<file path="config.mk">
export PLATFORM = sky130hd
export DESIGN_NAME = instr_encoder
export DESIGN_NICKNAME = d
export VERILOG_FILES = /design/src/rtl/instr_encoder.sv
export SDC_FILE = /design/constraint.sdc
export NUM_CORES = 1
export LEC_CHECK = 0
export CAP_MARGIN = 40
export CORE_ASPECT_RATIO = 1.1
export CORE_MARGIN = 4
export CORE_UTILIZATION = 51
export CTS_BUF_LIST = sky130_fd_sc_hd__clkbuf_8
export DETAILED_ROUTE_END_ITERATION = 6
export PLACE_DENSITY = 0.79
export SLEW_MARGIN = 20
export SYNTH_ARGS = -nofsm -noshare
export SYNTH_HDL_FRONTEND = slang
export SYNTH_SLANG_ARGS = --single-unit
</file>
<file path="constraint.sdc">
create_clock -name clk -period 2.5 [get_ports clk]
set_input_delay 0.75 -clock clk [delete_from_list [all_inputs] [get_ports clk]]
set_output_delay 0.75 -clock clk [all_outputs]
set_load 0.03 [all_outputs]
</file>
<file path="src/rtl/instr_encoder.sv">
// instr_encoder: encodes RV32I add/sub/and/or/lw/sw/beq commands into an in-order output FIFO
// with a wrapping byte-address counter. Optional macro ENC_NOP_ON_ERR_EN: rejected commands emit a NOP.
module instr_encoder #(
   parameter int DEPTH     = 4,
   parameter int ADDR_W    = 8,
   parameter int BASE_ADDR = 0
) (
   input  logic                    clk,
   input  logic                    rst,
   input  logic                    in_valid,
   output logic                    in_ready,
   input  logic [2:0]              in_op,
   input  logic [4:0]              in_rd,
   input  logic [4:0]              in_rs1,
   input  logic [4:0]              in_rs2,
   input  logic [12:0]             in_imm,
   output logic                    out_valid,
   input  logic                    out_ready,
   output logic [31:0]             out_instr,
   output logic [ADDR_W-1:0]       out_addr,
   output logic                    err,
   output logic [$clog2(DEPTH):0]  count
);

   localparam int PW = $clog2(DEPTH);
   localparam int CW = PW + 1;
   localparam logic [CW-1:0] FULL = CW'(DEPTH);

   localparam logic [2:0] OP_ADD = 3'd0;
   localparam logic [2:0] OP_SUB = 3'd1;
   localparam logic [2:0] OP_AND = 3'd2;
   localparam logic [2:0] OP_OR  = 3'd3;
   localparam logic [2:0] OP_LW  = 3'd4;
   localparam logic [2:0] OP_SW  = 3'd5;
   localparam logic [2:0] OP_BEQ = 3'd6;

   localparam logic [6:0] OPC_R  = 7'b0110011;
   localparam logic [6:0] OPC_LD = 7'b0000011;
   localparam logic [6:0] OPC_ST = 7'b0100011;
   localparam logic [6:0] OPC_BR = 7'b1100011;
   localparam logic [31:0] NOP   = 32'h0000_0013;

   logic [31:0]   enc;
   logic          bad;
   logic          accept;
   logic          push;
   logic          pop;
   logic [31:0]   wdata;
   logic [31:0]   mem [DEPTH];
   logic [PW-1:0] wr_ptr;
   logic [PW-1:0] rd_ptr;

   // Field-level encoder; anything it cannot express is flagged bad.
   always_comb begin
      enc = 32'h0;
      bad = 1'b0;
      case (in_op)
         OP_ADD: enc = {7'b0000000, in_rs2, in_rs1, 3'b000, in_rd, OPC_R};
         OP_SUB: enc = {7'b0100000, in_rs2, in_rs1, 3'b000, in_rd, OPC_R};
         OP_AND: enc = {7'b0000000, in_rs2, in_rs1, 3'b111, in_rd, OPC_R};
         OP_OR:  enc = {7'b0000000, in_rs2, in_rs1, 3'b110, in_rd, OPC_R};
         OP_LW:  enc = {in_imm[11:0], in_rs1, 3'b010, in_rd, OPC_LD};
         OP_SW:  enc = {in_imm[11:5], in_rs2, in_rs1, 3'b010, in_imm[4:0], OPC_ST};
         OP_BEQ: begin
            enc = {in_imm[12], in_imm[10:5], in_rs2, in_rs1, 3'b000,
                   in_imm[4:1], in_imm[11], OPC_BR};
            bad = in_imm[0];
         end
         default: bad = 1'b1;
      endcase
   end

   assign in_ready  = (count < FULL);
   assign out_valid = (count != '0);
   assign accept    = in_valid & in_ready & ~rst;
   assign pop       = out_valid & out_ready & ~rst;

`ifdef ENC_NOP_ON_ERR_EN
   assign push  = accept;
   assign wdata = bad ? NOP : enc;
`else
   assign push  = accept & ~bad;
   assign wdata = enc;
`endif

   // Address belongs to the head slot, so it only moves on an output handshake.
   always_ff @(posedge clk) begin
      if (rst) begin
         wr_ptr   <= '0;
         rd_ptr   <= '0;
         count    <= '0;
         err      <= 1'b0;
         out_addr <= ADDR_W'(BASE_ADDR);
      end else begin
         err <= accept & bad;
         if (push)
            wr_ptr <= wr_ptr + PW'(1);
         if (pop) begin
            rd_ptr   <= rd_ptr + PW'(1);
            out_addr <= out_addr + ADDR_W'(4);
         end
         case ({push, pop})
            2'b10:   count <= count + CW'(1);
            2'b01:   count <= count - CW'(1);
            default: ;
         endcase
      end
   end

   always_ff @(posedge clk) begin
      if (push)
         mem[wr_ptr] <= wdata;
   end

   assign out_instr = out_valid ? mem[rd_ptr] : 32'h0;

endmodule
</file>
# [Word-level counts from Yosys, hierarchy flattened]
# Memory sizes are Yosys's and may differ from the RTL's. A register that Yosys moved wholly into a read port is not among the register bits.
# Index checks and enable logic that the tools add are counted.
[totals] n_memories=1 mem_bits_rw=128 inputBits=35 ff_bits=16 word_cells=40 output_inout_bits=46
[memory_table] name="mem" depth=4 width=32 rd=1 rd_ports_with_merged_regs=1 write_ports=1 line_no="49" source="logic [31:0] mem [DEPTH];"
[op_classes] n_reduce_logical=4 bitwise=8 n_addsub=5 n_mux=8 magnitude_cmp=1 eq_ne=8
[op_table] cell="$pmux 32 s7" count=1
[op_table] cell="$mux 32" count=1
[op_table] cell="$eq 3x3->1 const B" count=3
[op_table] cell="$add 8x3->8 const B" count=1
[op_table] cell="$and 1x1->1" count=6
[op_table] cell="$eq 3x2->1 const B" count=2
[op_table] cell="$pmux 3 s2" count=1
[op_table] cell="$reduce_or 6->1" count=1
[op_table] cell="$add 2x1->2 const B" count=2
[op_table] cell="$mux 2" count=2
[op_table] cell="$add 3x1->3 const B" count=1
[op_table] cell="$eq 3x1->1 const B" count=1
[op_table] cell="$logic_not 3->1" count=1
[op_table] cell="$lt 3x3->1 const B" count=1
[op_table] cell="$reduce_bool 3->1" count=1
[op_table] cell="$sub 3x1->3 const B" count=1
[op_table] cell="$eq 2x1->1 const B" count=1
[op_table] cell="$eq 2x2->1 const B" count=1
[op_table] cell="$mux 1" count=2
[op_table] cell="$not 1->1" count=2
[op_table] cell="$pmux 1 s2" count=1
[op_table] cell="$reduce_bool 2->1" count=1

# [Longest topological paths before layout]
# Gate-level depths: netlist of the first run.
[depth] depth_word=7 mapped_depth=10 mapped_depth_nobuf=9

# [Least setup slack after synthesis of the first run]
# Ideal clock, no wire load.
[synth_timing] path_type="reg2out" startpoint="register count[2]" endpoint="output port out_instr[1]" setup_slack_ps=-53 arrival_time_ps=1803 stages_incl_launch_ff=6 n_path_buf=3 path_cell_list="dfxtp_1 buf_2 nor3_1 clkbuf_1 nor2b_1 buf_4"
[synth_between] elab_chain_len=2
[synth_lines] element="start, declared" line_no="22" source="output logic [$clog2(DEPTH):0] count"
[synth_lines] element="start signal, assigned" line_no="103" source="2'b10: count <= count + CW'(1);"
[synth_lines] element="start signal, assigned" line_no="104" source="2'b01: count <= count - CW'(1);"
[synth_lines] element="$reduce_bool 3->1" line_no="74" source="assign out_valid = (count != '0);"
[synth_lines] element="$mux 32" line_no="115" source="assign out_instr = out_valid ? mem[rd_ptr] : 32'h0;"
[synth_lines] element="end, declared" line_no="19" source="output logic [31:0] out_instr,"
# Every way passes these cells.

==> summary.txt, run 1 <==
STA
  – Setup violators final: 30
  – Final worst setup slack: -128.8 ps
  – Final TNS setup: -2988 ps
  – RSZ-0062 raised after global routing: yes
  – Max Clk Rate: 380.4 MHz
  – Final hold slack: just under 500 ps
  – Final-report hold violation count: 0
  – Fin crit share: 1.052
  – Relative max-transition margin: 0.6389
  – Max-slew violation count: 0
  – Worst-margin pin slew: 535.9 ps
  – Minimum clock period: between 2000 and 3000 ps
  – Worst clock skew: between 8 and 9 ps

Floorplan
  – Starting density of the core: 0.5258
  – Die area: 12550 µm²
  – Die H: 117.1 µm
  – Core box area: 10490 µm²
  – IO Pins: 81
  – Die Width: 107.2 µm
  – # rows: 39

Run status
  – Outcome: complete, but fails checks
  – Failing checks: setup timing

Cells and area
  – Nets: 480
  – Most frequent cells in the layout: edfxtp_1, clkdlybuf4s50_1, mux4_2, buf_4, buf_12
  – Most common cell after layout, fill and taps aside: edfxtp_1
  – Fin util: 0.7049
  – Diode count: 0
  – # fillers: 644
  – Layout cells sized above 1: 0.3200
  – Synthesis-to-finish area growth: 34.07%

Min path
  – Worst hold path class: reg -> reg
  – Hold Path Origin: out_addr[7]$_SDFFE_PP0P_
  – Hold endpoint: out_addr[7]$_SDFFE_PP0P_
  – Hold Path Stages: 2

Clocking
  – CTS H-tree depth: 4
  – Clock Pin Slew Worst Setup and Hold Paths: 70 ps
  – Root Buffer: clkbuf_8
  – Post-CTS setup buffers: 0
  – Clock Path Buffers: 2
  – Worst-Skew Late Latency: 420 ps
  – CTS tree: done
  – CTS buffer count: 17
  – CTS Sinks: between 100 and 150

Global route
  – Gr usage total: 0.1948
  – Vias in the first global route: about 3400
  – GRT Residual Overflow: 0
  – Initial antenna violation count: 0
  – First-pass GRT wire length: 18.20 mm
  – Largest net degree at the start of global routing: 30

Critical path
  – Crit Path Category: reg -> out
  – Crit Reg-Reg Endpoint: count[1]$_SDFFE_PP0P_
  – Worst R2R Path Depth: 10
  – Data arrival, critical path: 1880 ps
  – CP Capture Type: output port
  – Reg2Reg Launch Point: count[2]$_SDFFE_PP0P_
  – Worst EP required: 1750 ps
  – CP max FO: 7
  – Flop2flop setup slack: approximately 380 ps
  – Crit start category: flip-flop

Synthesis
  – Top-area cell type share of the netlist area: 0.6314
  – Register area share after synthesis: 0.6895
  – Netlist cell types: 36
  – Mapped cell area: 5517 µm²
  – Mapped Cells: 326
  – Top cell type by total area after synthesis: edfxtp_1
  – #FFs+latches synth: 132
  – EDFF count, synth: 116
  – Mean post-synth cell area: 16.92 µm²
  – Main area contributors after synthesis: edfxtp_1, mux4_2, dfxtp_1, nor2b_1, ha_1
  – Share of flip-flops with an asynchronous set or reset: 0
  – Ys Warns: 0
  – Most common flop cell mapped by yosys: edfxtp_1

Flow run
  – Max cap viols: 0

Placement
  – Pre-CTS setup slack: -308.0 ps
  – Placer Congestion: 0.7750
  – # port buffers: 76
  – Final HPWL DP: 7.504 mm

Drt
  – Detail Route Antenna Nets: 0
  – Avg WL per Cell: between 15 and 20 µm
  – Vias: around 3200
  – Drt pass-1 iters: 4
  – Initial DRC Count: 275
  – Drc violations: 0
  – Via density: 5.459
  – Total detailed-routing wirelength: roughly 12 mm

Power
  – PwrDens: 697.8 nW/µm²
  – Total Power: about 5.2 mW
  – Max IR drop VDD: 423.1 µV
  – Leak pwr: around 2.6 nW
-- final cells by class --
cell class	count	area, µm²	area share
clock buffer	17	234.0	0.03164
clock inverter	14	122.6	0.01658
inverter	9	33.78	0.004568
multi-input combinational	168	1720	0.2326
sequential	132	3807	0.5148
tap	143	178.9	0.02419
timing repair buffer	110	1299	0.1756
-- stage by stage --
step	cells	cell area, µm²
detailed placement	559	6790
global route	593	7396
finish	593	7396
floorplan	329	5535
CTS	592	7252
global placement	559	6790
-- sequential cells by signal, indices dropped and copies added, names as in the netlist, named ones only --
name,count
rd_ptr,2
out_addr,6
wr_ptr,2
mem,116
count,3
err,1
-- power breakdown --
part	switching, mW	internal [mW]
registers	0.0383	2.46
clock network	0.754	0.855
logic	0.526	0.529
total	1.32	3.84
-- repair_timing --
action / in CTS / in global routing
gates cloned: 2 / 1
endpoints found under the setup margin: 31 / 31
gates resized for setup: 19 / 31
hold buffers: 0 / 0
-- kinds of logic (layout without fill, tap and decap cells) --
group,count (synthesis),after routing,synth area share
buffers and inverters,29,150,0.02631
adders and majority gates,7,7,0.01724
AOI/OAI and AO/OA,39,39,0.05081
and+or+nand+nor,80,80,0.08233
DFF,132,132,0.6895
other,1,4,0.0006798
muxes,31,31,0.1220
xor gates and xnor gates,7,7,0.01111
-- layer usage --
layer	wire, µm	global-route usage	vias to the layer above	share of wire
met4	153	0.07502	0	0.013
met2	6076	0.3287	138	0.52
li1	-	-	1478	-
met5	0	0	-	0
met1	4639	0.2490	1608	0.40
met3	810	0.04443	13	0.069
-- worst max path at each step --
stage	from	end	slack, ps
5_1_grt	flip-flop	out_instr[28]	-180
6_report	flip-flop	out_instr[28]	-130
2_1_floorplan	rst	count[2]$_SDFFE_PP0P_	60
4_1_cts	flip-flop	out_instr[31]	-170
3_3_place_gp	in_op[2]	count[2]$_SDFFE_PP0P_	-230
3_5_place_dp	in_op[2]	count[2]$_SDFFE_PP0P_	-310
-- synthesized netlist by cell type, types with 4 or more instances --
cell and instances:
and3_1 4, nand3_1 4, a21oi_1 10, clkbuf_1 8, edfxtp_1 116, nor2_1 14
or3_1 4, o21ai_0 7, nand2_1 4, xor2_1 7, a22o_1 4, and2_1 10
dfxtp_1 16, a22oi_1 6, mux4_2 29, buf_2 5, ha_1 6, inv_1 9
o2bb2ai_1 5, nor2b_1 35, buf_4 6
-- worst max-delay path: stages (launching register included) --
cell and delay, ps:
dfxtp_4 450, clkbuf_16 200, mux4_2 490, nor2b_1 140, buf_4 170
No activity file was read; power rests on OpenSTA's default activity.
==> run 2, diff against run 1 <==
--- a/config.mk
+++ b/config.mk
@@ -11,6 +11,7 @@
 export CORE_UTILIZATION = 51
 export CTS_BUF_LIST = sky130_fd_sc_hd__clkbuf_8
 export DETAILED_ROUTE_END_ITERATION = 6
+export GPL_TIMING_DRIVEN = 0
 export PLACE_DENSITY = 0.79
 export SLEW_MARGIN = 20
 export SYNTH_ARGS = -nofsm -noshare
==> run 2 against run 1 <==
Compared with the run above:
- the flow still finishes with violations (setup timing)
- sequential cell count stayed put
- highest routed layer unchanged
- register-to-register slack worse by 20 ps
- clock power is 4% higher
- worst hold slack worse by 9.1 ps
- final cell count is 1.5% lower
- combinational power is 5% lower
- die area stayed put
- critical endpoint is now out_instr[25]
- final area is 3.1% lower
==> summary.txt, run 2 (same netlist as run 1, synthesis figures left out) <==
Cells and area
  – Most frequent cells in the layout: edfxtp_1, clkdlybuf4s50_1, mux4_2
  – Most common cell after layout, fill and taps aside: edfxtp_1
  – Layout cells sized above 1: 0.3039 (-0.01615)
  – Cell Count, Final, Fillers Out: 584 (-1.5%)
  – Synthesis-to-finish area growth: 29.85%
  – Nets: 473 (-1.5%)
  – Top reg by flops: mem
  – Largest regs: mem: 116 flops, out_addr: 6 flops, count: 3 flops
  – # fillers: 674 (+4.7%)
  – Diode count: 0 (unchanged)
  – Fin util: 0.6828 (-0.02218)
  – Max reg flops: 116 (unchanged)

Flow run
  – Max cap viols: 0 (unchanged)

Global route
  – First-pass GRT wire length: 17.33 mm (-4.8%)
  – Initial antenna violation count: 0 (unchanged)
  – Met3 Use GR: 0.06089 (+0.01646)
  – Largest net degree at the start of global routing: 30 (unchanged)
  – Met2 usage: 0.3083 (-0.02044)
  – Gr usage total: 0.1887 (-0.006097)
  – GRT Residual Overflow: 0 (unchanged)
  – Top Usage Layer GRT: met2
  – Met1 usage: 0.2384 (-0.01057)
  – Vias in the first global route: 3298 (-4.0%)

Power
  – Seq pwr share: 0.482 (-0.002)
  – Sw Pwr: 1.275 mW (-3.3%)
  – Switching part of the total: 0.2464 (-0.009048)
  – Pint: 3.899 mW (+1.5%)
  – PwrDens: 722.3 nW/µm² (+3.5%)
  – Clock power frac: 0.322 (+0.010)
  – Total Power: 5.174 mW (+0.26%)
  – Leak pwr: 2.522 nW (-2.4%)
  – Gate power share: 0.196 (-0.008)
  – Max IR drop VDD: 415.2 µV (-1.9%)

STA
  – Setup violators final: 25 (-17%)
  – RSZ-0062 raised after global routing: yes
  – Relative max-transition margin: 0.5655 (-0.07348)
  – Final hold slack: 475.8 ps (-9.078 ps)
  – Max Clk Rate: 380.6 MHz (about the same)
  – Worst clock skew: 12.42 ps (+4.104 ps)
  – Worst-margin pin slew: 650.4 ps (+114.5 ps)
  – Final-report hold violation count: 0 (unchanged)
  – Fin crit share: 1.051 (about the same)
  – Max-slew violation count: 0 (unchanged)
  – Final worst setup slack: -127.5 ps (+1.247 ps)
  – Minimum clock period: 2628 ps (-1.247 ps)

Drt
  – Drc violations: 0 (unchanged)
  – Initial DRC Count: 190 (-31%)
  – Drt pass-1 iters: 4 (unchanged)
  – Total detailed-routing wirelength: 11.06 mm (-5.3%)
  – Via density: 5.538 (+1.4%)
  – Vias: 3234 (-0.093%)
  – Detail Route Antenna Nets: 0 (unchanged)
  – Avg WL per Cell: 18.94 µm (-3.8%)

Critical path
  – Crit Path Category: reg -> out
  – Worst EP required: 1750 ps (about the same)
  – Data arrival, critical path: 1880 ps (about the same)
  – CP max FO: 5 (-2)
  – CP Capture Type: output port
  – Flop2flop setup slack: 360 ps (-20 ps)
  – Crit start category: flip-flop

Floorplan
  – Starting density of the core: 0.5258 (unchanged)
  – Die area: 12550 µm² (unchanged)
  – Die Width: 107.2 µm (unchanged)
  – IO Pins: 81 (unchanged)
  – Core box area: 10490 µm² (unchanged)
  – Die H: 117.1 µm (unchanged)
  – # rows: 39 (unchanged)

Clocking
  – CTS tree: done
  – CTS Sinks: 132 (unchanged)
  – Worst-Skew Late Latency: 430 ps (about the same)
  – Clock Pin Slew Worst Setup and Hold Paths: 70 ps (about the same)
  – Clock Path Buffers: 2 (unchanged)
  – CTS H-tree depth: 4 (unchanged)
  – Root Buffer: clkbuf_8
  – CTS buffer count: 17 (unchanged)
  – # hold bufs at CTS: 0 (unchanged)

Placement
  – Placer Congestion: 0.7724 (-0.34%)
  – Post-Place Cells: 547 (-2.1%)
  – Final HPWL DP: 7.086 mm (-5.6%)
  – Pre-CTS setup slack: -611.1 ps (-303.1 ps)
  – # port buffers: 75 (-1.3%)

Run status
  – Outcome: complete, but fails checks
  – Failing checks: setup timing

Min path
  – Worst hold path class: reg -> reg
==> run 2: cell types whose count changed in the layout (fill, tap and decap cells not counted), moves of 3 or more <==
cell / delta
and3_2: -4
and3_4: +4
buf_12: -15
buf_4: -4
buf_6: +8
clkbuf_1: +4
clkdlybuf4s50_1: -4
dlymetal6s2s_1: +3
inv_1: +3
==> run 2: timing repair <==
item,CTS,global route
hold endpoints to repair,0,0
pin swaps,1,1
setup endpoints to repair,32,148
buffers inserted,4,3
resized for setup,244,29
cloned,2,0
==> run 2: metal layers <==
metal / routed length (µm) / vias to the layer above / part of all wire
li1: - / 1460 / -
met1: 4500 / 1629 / 0.41
met2: 5662 / 131 / 0.51
met3: 750 / 14 / 0.068
met4: 151 / 0 / 0.014
met5: 0 / - / 0
==> run 2: path summary, 6_finish.rpt <==
check,start,to,cells after the start
setup / recovery,flip-flop,out_instr[25],5
hold / removal,out_addr[7]$_SDFFE_PP0P_,out_addr[7]$_SDFFE_PP0P_,2
setup reg to reg,count[2]$_SDFFE_PP0P_,count[2]$_SDFFE_PP0P_,10
hold reg to reg,out_addr[7]$_SDFFE_PP0P_,out_addr[7]$_SDFFE_PP0P_,2
==> run 2: area by class of cell <==
| type | count | area (µm²) | share of cell area |
|---|---|---|---|
| multi-input cells | 168 | 1732 | 0.2417 |
| well taps | 143 | 178.9 | 0.02498 |
| inverters | 9 | 33.78 | 0.004716 |
| flip-flops and latches | 132 | 3810 | 0.5319 |
| plain buffers | 20 | 193.9 | 0.02707 |
| clock buffers | 17 | 234.0 | 0.03266 |
| clock inverters | 12 | 127.6 | 0.01782 |
| repair buffers | 83 | 853.3 | 0.1191 |
==> run 2: power by group through the flow <==
stage	combinational [mW]	sequential (mW)	clock (mW)
5_1_grt	1.08	2.50	1.81
4_1_cts	0.982	2.49	1.70
3_5_place_dp	0.836	2.53	0
6_report	1.01	2.49	1.67
2_1_floorplan	0.509	2.54	0
3_3_place_gp	0.824	2.53	0
==> run 2: worst max-delay path, stage by stage (launching register included) <==
cell and delay [ps]:
dfxtp_4 400, buf_12 150, buf_16 120, mux4_2 480, nor2b_1 140, buf_4 160
==> run 2: through the flow <==
step	area, µm²	setup TNS (ps)
detailed placement	6465	-70660
floorplan	5535	0
finish	7163	-1783
global route	7163	-4384
CTS	7063	-3484
global placement	6465	-68300
